===== src/rtl/seven_seg_pkg.sv =====
// Shared segment encodings for the word scroller.
// Patterns are abcdefgh, active-high, a = bit 7.
package seven_seg_pkg;

  typedef logic [7:0] seg_pattern_t;

  typedef enum logic [7:0] {
    SEG_SPACE = 8'h00,
    SEG_F     = 8'h8E,
    SEG_P     = 8'hCE,
    SEG_G     = 8'hBC,
    SEG_A     = 8'hEE,
    SEG_V     = 8'h7C,
    SEG_K     = 8'h6E,
    SEG_0     = 8'hFC,
    SEG_1     = 8'h60,
    SEG_2     = 8'hDA,
    SEG_3     = 8'hF2,
    SEG_4     = 8'h66,
    SEG_5     = 8'hB6,
    SEG_6     = 8'hBE,
    SEG_7     = 8'hE0,
    SEG_8     = 8'hFE,
    SEG_9     = 8'hF6
  } seven_seg_encoding_e;

  function automatic int width_of(int v);
    return (v > 1) ? $clog2(v) : 1;
  endfunction

endpackage


===== src/rtl/seven_segment_word_scroller_if.sv =====
// Message in / display out bundle of the word scroller.
// master: lab logic; slave: scroller (msg, msg_load, run, dir in).
interface seven_segment_word_scroller_if
  import seven_seg_pkg::*;
#(
  parameter int w_digit   = 8,
  parameter int n_letters = 16
);

  logic [8*n_letters-1:0] msg;
  logic                   msg_load;
  logic                   run;
  logic                   dir;
  seg_pattern_t           abcdefgh;
  logic [w_digit-1:0]     digit;
  logic                   wrap;

  modport master (
    output msg, msg_load, run, dir,
    input  abcdefgh, digit, wrap
  );

  modport slave (
    input  msg, msg_load, run, dir,
    output abcdefgh, digit, wrap
  );

endinterface


===== src/rtl/strobe_gen.sv =====
// Free-running counter emitting a one-cycle pulse every period cycles.
// Ports: clk, rst (sync, active-high), pulse.
module strobe_gen #(
  parameter int period = 1
) (
  input  logic clk,
  input  logic rst,
  output logic pulse
);

  localparam int CW = (period > 1) ? $clog2(period) : 1;
  localparam logic [CW-1:0] LAST = CW'(period - 1);

  if (period < 1) begin : g_bad_period
    $error("strobe_gen: period must be at least 1");
  end

  logic [CW-1:0] cnt;

  always_ff @(posedge clk) begin
    if (rst) begin
      cnt <= '0;
    end else if (cnt == LAST) begin
      cnt <= '0;
    end else begin
      cnt <= cnt + CW'(1);
    end
  end

  assign pulse = (cnt == LAST);

endmodule


===== src/rtl/seven_segment_word_scroller.sv =====
// Multiplexed 8-segment message display with left/right scrolling.
// Ports: clk, rst (sync, active-high), bus (slave modport).
module seven_segment_word_scroller
  import seven_seg_pkg::*;
#(
  parameter int clk_mhz   = 50,
  parameter int w_digit   = 8,
  parameter int n_letters = 16,
  parameter int scan_hz   = 1000,
  parameter int step_ms   = 250
) (
  input logic clk,
  input logic rst,
  seven_segment_word_scroller_if.slave bus
);

  localparam int SCAN_P = clk_mhz * 1_000_000 / scan_hz;
  localparam int STEP_P = clk_mhz * 1000 * step_ms;
  localparam int OW = width_of(n_letters);
  localparam int IW = width_of(w_digit);
  localparam int SW = $clog2(n_letters + w_digit) + 1;
  localparam int NSUB = w_digit / n_letters + 1;

  localparam logic [OW-1:0] OFF_LAST = OW'(n_letters - 1);
  localparam logic [IW-1:0] IDX_LAST = IW'(w_digit - 1);
  localparam logic [SW-1:0] N_SW = SW'(n_letters);
  localparam logic [w_digit-1:0] ONE = w_digit'(1);

  if (SCAN_P < 1) begin : g_bad_scan
    $error("scroller: scan period below one cycle");
  end
  if (n_letters < 1) begin : g_bad_len
    $error("scroller: n_letters must be at least 1");
  end

  logic [8*n_letters-1:0] msg_q;
  logic [OW-1:0]          offset;
  logic [OW-1:0]          offset_nx;
  logic [IW-1:0]          idx;
  logic                   wrap_nx;
  logic                   scan_stb;
  logic                   step_stb;
  logic [SW-1:0]          lsum;

  strobe_gen #(.period(SCAN_P)) u_scan (
    .clk   (clk),
    .rst   (rst),
    .pulse (scan_stb)
  );

  strobe_gen #(.period(STEP_P)) u_step (
    .clk   (clk),
    .rst   (rst),
    .pulse (step_stb)
  );

  // A load overrides a coincident step and never flags a wrap.
  always_comb begin
    offset_nx = offset;
    wrap_nx   = 1'b0;
    if (step_stb && bus.run) begin
      if (!bus.dir) begin
        offset_nx = (offset == OFF_LAST) ? '0 : offset + OW'(1);
      end else begin
        offset_nx = (offset == '0) ? OFF_LAST : offset - OW'(1);
      end
      wrap_nx = (offset_nx == '0);
    end
    if (bus.msg_load) begin
      offset_nx = '0;
      wrap_nx   = 1'b0;
    end
  end

  // Letter index for the scanned digit; repeated subtraction
  // also covers messages shorter than the display.
  always_comb begin
    lsum = SW'(offset) + SW'(IDX_LAST - idx);
    for (int k = 0; k < NSUB; k++) begin
      if (lsum >= N_SW) lsum = lsum - N_SW;
    end
  end

  always_ff @(posedge clk) begin
    if (rst) begin
      msg_q        <= '0;
      offset       <= '0;
      idx          <= '0;
      bus.abcdefgh <= '0;
      bus.digit    <= '0;
      bus.wrap     <= 1'b0;
    end else begin
      if (bus.msg_load) msg_q <= bus.msg;
      offset   <= offset_nx;
      bus.wrap <= wrap_nx;
      if (scan_stb) begin
        idx <= (idx == IDX_LAST) ? '0 : idx + IW'(1);
      end
      bus.abcdefgh <= msg_q[8*lsum +: 8];
      bus.digit    <= ONE << idx;
    end
  end

endmodule


===== src/flat_wrapper.sv =====
// flat-port wrapper written by rule: the top's interface ports become plain ports
module seven_segment_word_scroller_flat import seven_seg_pkg::*;
#(
  parameter int clk_mhz   = 50,
  parameter int w_digit   = 8,
  parameter int n_letters = 16,
  parameter int scan_hz   = 1000,
  parameter int step_ms   = 250
)
  (clk, rst, bus_msg, bus_msg_load, bus_run, bus_dir, bus_abcdefgh, bus_digit, bus_wrap);
  seven_segment_word_scroller_if #(.w_digit(w_digit), .n_letters(n_letters)) bus_i ();
  input logic clk;
  input logic rst;
  input wire logic [$bits(bus_i.msg)-1:0] bus_msg;
  input wire logic [$bits(bus_i.msg_load)-1:0] bus_msg_load;
  input wire logic [$bits(bus_i.run)-1:0] bus_run;
  input wire logic [$bits(bus_i.dir)-1:0] bus_dir;
  output wire logic [$bits(bus_i.abcdefgh)-1:0] bus_abcdefgh;
  output wire logic [$bits(bus_i.digit)-1:0] bus_digit;
  output wire logic [$bits(bus_i.wrap)-1:0] bus_wrap;
  assign bus_i.msg = bus_msg;
  assign bus_i.msg_load = bus_msg_load;
  assign bus_i.run = bus_run;
  assign bus_i.dir = bus_dir;
  assign bus_abcdefgh = bus_i.abcdefgh;
  assign bus_digit = bus_i.digit;
  assign bus_wrap = bus_i.wrap;
  seven_segment_word_scroller #(.clk_mhz(clk_mhz), .w_digit(w_digit), .n_letters(n_letters), .scan_hz(scan_hz), .step_ms(step_ms)) u_core (.clk(clk), .rst(rst), .bus(bus_i));
endmodule

===== config.mk =====
export PLATFORM = sky130hd
export DESIGN_NAME = seven_segment_word_scroller_flat
export DESIGN_NICKNAME = d
export VERILOG_FILES = /design/src/rtl/seven_seg_pkg.sv /design/src/rtl/seven_segment_word_scroller_if.sv /design/src/rtl/strobe_gen.sv /design/src/rtl/seven_segment_word_scroller.sv /design/src/flat_wrapper.sv
export SDC_FILE = /design/constraint.sdc
export NUM_CORES = 1
export LEC_CHECK = 0
export ABC_AREA = 1
export CORE_ASPECT_RATIO = 1.4
export CORE_MARGIN = 3
export CORE_UTILIZATION = 40
export CTS_BUF_LIST = sky130_fd_sc_hd__clkbuf_8
export DETAILED_ROUTE_END_ITERATION = 8
export GPL_TIMING_DRIVEN = 0
export PLACE_DENSITY = 0.66
export SLEW_MARGIN = 40
export SYNTH_ARGS = -nofsm -noshare
export SYNTH_HDL_FRONTEND = slang
export SYNTH_SLANG_ARGS = --single-unit

===== constraint.sdc =====
create_clock -name clk -period 2.7 [get_ports clk]
set_input_delay 0.81 -clock clk [delete_from_list [all_inputs] [get_ports clk]]
set_output_delay 0.81 -clock clk [all_outputs]
set_load 0.02 [all_outputs]

---- Word level (Yosys, flattened, before mapping) ----
Cells that the tools add are included.
word-level totals
  flip-flop bits (word level) ............. 192
  input bits .............................. 133
  output and inout bits ................... 17
  logic and storage cells ................. 37
operators by class
  add/sub/neg operators ................... 8
  $lt $le $gt $ge ......................... 1
  equal/unequal tests ..................... 4
  shift operators ......................... 2
  multiplexer cells ....................... 6
  bitwise gates (word level) .............. 1
  reduce and logical (&&, ||, !) cells .... 7
operators by type and width
  operator                                             number
  indexed part select 128 x 10 -> 8 bit                1
  adder 24 x 1 -> 24 bit, second input constant        1
  == test 24 bit, second input constant                1
  adder 16 x 1 -> 16 bit, second input constant        1
  == test 16 bit, second input constant                1
  two-way mux 4 bit                                    4
  zero test 4 bit                                      2
  left shift 1 x 3 -> 8 bit, first input constant      1
  adder 4 x 6 -> 6 bit                                 1
  >= comparator 6 x 5 -> 1 bit, second input constant  1
  two-way mux 6 bit                                    1
  OR reduction 2 bit                                   3
  subtractor 6 x 5 -> 6 bit, second input constant     1
  adder 4 x 1 -> 4 bit, second input constant          1
  == test 4 bit, second input constant                 1
  subtractor 3 x 3 -> 4 bit, first input constant      1
  subtractor 4 x 1 -> 4 bit, second input constant     1
  adder 3 x 1 -> 3 bit, second input constant          1
  == test 3 bit, second input constant                 1
  two-way mux 3 bit                                    1
  OR reduction 3 bit                                   1
  logical AND 1 bit                                    1
  inverter 1 bit                                       1

---- Longest topological paths before layout ----
  depth in word-level cells ............... 5
  gate-level depth with buffers ........... 13

---- By module ----
Synthesis repeated with hierarchy kept, for this count alone.
second synthesis, totals
  cell total of the unflattened synthesis .. 1305
  area total of the unflattened synthesis .. 8902.3 µm²
modules (own cells, without submodules)
  module                       instances  cells an instance  area each (µm²)  seq. area each (µm²)
  seven_segment_word_scroller  1          992                6735.2           3042.9
  strobe_gen (u_core.u_step)   1          183                1307.5           480.5
  strobe_gen (u_core.u_scan)   1          130                859.6            320.3

---- Worst setup path after synthesis ----
No wires, ideal clock.
  path kind ............................... reg2reg
  from .................................... reg u_core.idx[0]
  to ...................................... reg u_core.bus.abcdefgh[5]
  setup time .............................. 114 ps
  arrival time ............................ 1943 ps
  data required time ...................... 2586 ps
  setup slack ............................. 643 ps
  stages on the path, launching flop included .. 14
  buffers on the path ..................... 1
  clock period less this slack ............ 2057 ps
  path through ............................ dfxtp_1 -> inv_1 -> ha_1 -> inv_1 -> fa_1 -> inv_2 -> clkbuf_1 -> nand3_1 -> nand2_1 -> nand2_1 -> nand2_1 -> nand2_1 -> nand2_1 -> nor2_1
on the way
  cells in the longest elaborated chain, start to end .. 5
ends and longest elaborated chain
  what                                                                              RTL line                              source
  start, declared                                                                   seven_segment_word_scroller.sv:39     logic [IW-1:0] idx;
  start signal, assigned                                                            seven_segment_word_scroller.sv:97     idx <= (idx == IDX_LAST) ? '0 : idx + IW'(1);
  subtractor 3 x 3 -> 4 bit *                                                       seven_segment_word_scroller.sv:78     lsum = SW'(offset) + SW'(IDX_LAST - idx);
  adder 4 x 6 -> 6 bit *                                                            seven_segment_word_scroller.sv:78
  subtractor 6 x 5 -> 6 bit / >= comparator 6 x 5 -> 1 bit (equally long branches)  seven_segment_word_scroller.sv:80     if (lsum >= N_SW) lsum = lsum - N_SW;
  two-way mux 6 bit *                                                               seven_segment_word_scroller.sv:80
  indexed part select 128 x 10 -> 8 bit *                                           seven_segment_word_scroller.sv:99     bus.abcdefgh <= msg_q[8*lsum +: 8];
  end signal, assigned                                                              seven_segment_word_scroller.sv:99
  end, declared                                                                     seven_segment_word_scroller_if.sv:25  output abcdefgh, digit, wrap
Mark *: on every way between the ends. The rest lies on a longest branch, timed or not.
A chain may end at the register's enable or synchronous reset.

---- Final worst setup path ----
Same ends and word-level chain as after synthesis.

==> qor.yml <==
status:
  status: "completed"
min_path:
  min_to: "u_core.u_scan.cnt[0]"
  hold_class: "register to register"
  hold_path_depth: 1
  worstHoldStart: "u_core.u_scan.cnt[0]"
clocking:
  cts_sinks: 192
  cts_max_path_buffers: 2
  cts_tree: "done"
  htree_levels: 4
  post_cts.repair.setup_buffers: 0
  cts_root_buffer: "clkbuf_8"
  insertion_delay_ns: 0.47
  numCtsBuffers: 17
  clkTransAtPathRegs_ns: 0.10
cells_and_area:
  num_antenna_cells: 0
  final_cell_mix: "304 x nor2_1, 284 x nand2_1, 192 x dfxtp_1, 150 x o21ai_0, 148 x clkdlybuf4s50_1"
  fin_cells: 1732
  fillCellCount: 2207
  register_area_sq_um: 3840
  syn_to_final_growth_pct: 25.3
  layout.nets: 1606
  utilization_pct: 51.4
  drive_above_1_share_pct: 5.37
  fin_area_sq_um: 10900
  multiInputGateArea_sq_um: 4280
  layout_commonest_cell: "nor2_1"
sta:
  setup_violations: 0
  rsz0062_at_grt: "no"
  hold_viol: 0
  finalWorstSetupSlack_ns: 0.299
  tightest_slew_ns: 0.616
  slew_headroom_pct: 58.9
  whs_ns: 0.455
  fin_crit_ns: 2.40
  min_period_over_period_pct: 88.9
  slew_viol_final: 0
  skew_ns: 0.0141
  max_freq_ghz: 0.416
global_routing:
  antenna_found_initial: 0
  grt_pass1_vias: 8387
  grt_pass1_wl_mm: 40.6
  grt_max_degree: 17
  track_usage_pct: 21.8
  grt-ovfl-total: 0
floorplanning:
  coreArea_sq_um: 21300
  die_w_um: 131
  ios: 150
  dieArea_sq_um: 23700
  num_rows: 63
  initial_utilization_pct: 41.0
  die_h_um: 181
power_and_ir_drop:
  internal-power_mw: 4.16
  clkPwrFrac_pct: 34.3
  seq_power_share_pct: 54.5
  ir_drop_uv: 273
  p_switching_mw: 1.43
  p_leak_nw: 4.41
  p_comb_share_pct: 11.3
  netSwitchingFraction_pct: 25.6
  pwr_density_cell_nw_per_um2: 512
worst_setup_path:
  startpoint_type: "register"
  worstReg2RegEnd: "u_core.bus.abcdefgh[5]"
  critical_path_arrival_ns: 2.77
  crit_type: "register to register"
  end_kind: "register"
  rr_startpoint: "u_core.idx[0]"
  worst-path-buf-inv: 4
  path_cells: "inv_1, ha_1, inv_1, fa_1, buf_2, buf_2, nand3_1, nand2_1, nand2_1, nand2_1, nand2_1, nand2_1, nor2_1"
  cp.required_ns: 3.07
  worst_path_most_repeated_cell: "nand2_1"
  critical_path.top_delay_family: "buffers and inverters"
  cp_max_fo: 10
  path_depth: 13
  max_stage_delay_ns: 0.53
  cp_slowest_cell: "fa_1"
  worst-r2r-cell-count: 13
  reg2reg_slack_ns: 0.30
synthesis:
  ys_seq_elements: 192
  seq_area_frac_synth_pct: 44.0
  yosys.area_share.simple_pct: 32.4
  synth_top_family_by_area: "simple AND/OR/NAND/NOR gates"
  synth_compound_area_share_pct: 13.1
  synthMuxAreaShare_pct: 0
  synth_area_sq_um: 8730
  avgSynthCellArea_sq_um: 6.75
  synth_edf_count: 0
  synth_cell_types: 30
  synth_ff_type: "dfxtp_1"
  synth.net_count: 1439
  async_flop_share_pct: 0
  ys_warn_count: 0
  netlist_instances: 1293
  yosys.area_share.xor_xnor_pct: 1.59
  synth-adder-area-share_pct: 1.95
drt:
  viasPerCell: 4.94
  first_iter_violations: 518
  postRouteAntennaNets: 0
  firstDrtPassIters: 5
  routedWlPerCell_um: 14.8
  drcViolationCount: 0
  drt_wl_total_mm: 25.6
  dr_total_vias: 8549
placed_design:
  io_buffers: 148
  dpl.hpwl_mm: 19.6
  place_area_sq_um: 10500
  dp_slack_ns: -0.123
  dpl.cell_count: 1701
  gp_congestion: 0.895
run:
  cap_violations: 0
-- logic make-up (layout without fill, tap and decap cells) --
group | count (synthesis) | count (layout)
AOI/OAI and AO/OA | 225 | 225
and+or+nand+nor | 701 | 701
adders and majority gates | 13 | 13
xor gates and xnor gates | 15 | 15
DFF | 192 | 192
buffers and inverters | 147 | 326
-- worst max-delay path by stage --
stage / start / endpoint
final: u_core.idx[0] / u_core.bus.abcdefgh[5]
after global routing: u_core.idx[0] / u_core.bus.abcdefgh[5]
after CTS: u_core.idx[0] / u_core.bus.abcdefgh[0]
after detailed placement: rst / u_core.msg_q[67]
after global placement: rst / u_core.msg_q[70]
after floorplan: u_core.idx[0] / u_core.bus.abcdefgh[5]
-- registers in the layout, summed over array words and instances (netlist names) --
signal,flops
u_core.bus.abcdefgh,8
u_core.bus.digit,8
u_core.bus.wrap,1
u_core.idx,3
u_core.msg_q,128
u_core.offset,4
u_core.u_scan.cnt,16
u_core.u_step.cnt,24
-- power groups by stage --
| stage | clock [mW] | sequential (mW) | combinational (mW) |
|---|---|---|---|
| finish | 1.92 | 3.05 | 0.630 |
| global route | 2.07 | 3.06 | 0.708 |
| CTS | 1.95 | 3.05 | 0.636 |
| detailed placement | 0 | 3.11 | 0.632 |
| global placement | 0 | 3.11 | 0.626 |
| floorplan | 0 | 3.10 | 0.304 |
-- per-layer routing --
layer	vias up	share of wire [%]	GRT usage, %
met3	43	3.8	3.28
met5	-	0	0
met1	3862	42	25.5
li1	4459	-	-
met2	185	52	39.2
met4	0	2.8	8.23
-- repair_timing --
action                                  in CTS  in global routing
hold buffers                                 0                  0
endpoints found under the setup margin       0                  8
resized for setup                            0                  6
-- stage by stage --
step,TNS (ns),power [mW]
after floorplan,0,3.40
after global placement,-3.19,3.74
after detailed placement,-2.50,3.74
after CTS,0,5.63
after global routing,0,5.84
final,0,5.59
-- Yosys cell counts, drive strengths merged, types with 11 or more instances --
| library cell | count | area [sq um] |
|---|---|---|
| nor2 | 310 | 1190 |
| nand2 | 287 | 1080 |
| dfxtp | 192 | 3840 |
| o21ai | 151 | 759 |
| inv | 77 | 289 |
| nand3 | 73 | 365 |
| a21oi | 68 | 340 |
| clkbuf | 38 | 143 |
| buf | 31 | 165 |
| nand4 | 13 | 81.3 |
| nor3 | 13 | 70.1 |
| ha | 12 | 150 |
| xor2 | 11 | 104 |
-- layout make-up --
class / instances / share of cell area (%)
Inverter: 78 / 2.68
Tap cell: 260 / 2.98
Buffer: 69 / 2.86
Timing Repair Buffer: 148 / 13.5
Clock buffer: 19 / 2.39
Clock inverter: 12 / 1.21
Sequential cell: 192 / 35.2
Multi-Input combinational cell: 954 / 39.2
No activity file was read; power rests on OpenSTA's default activity.
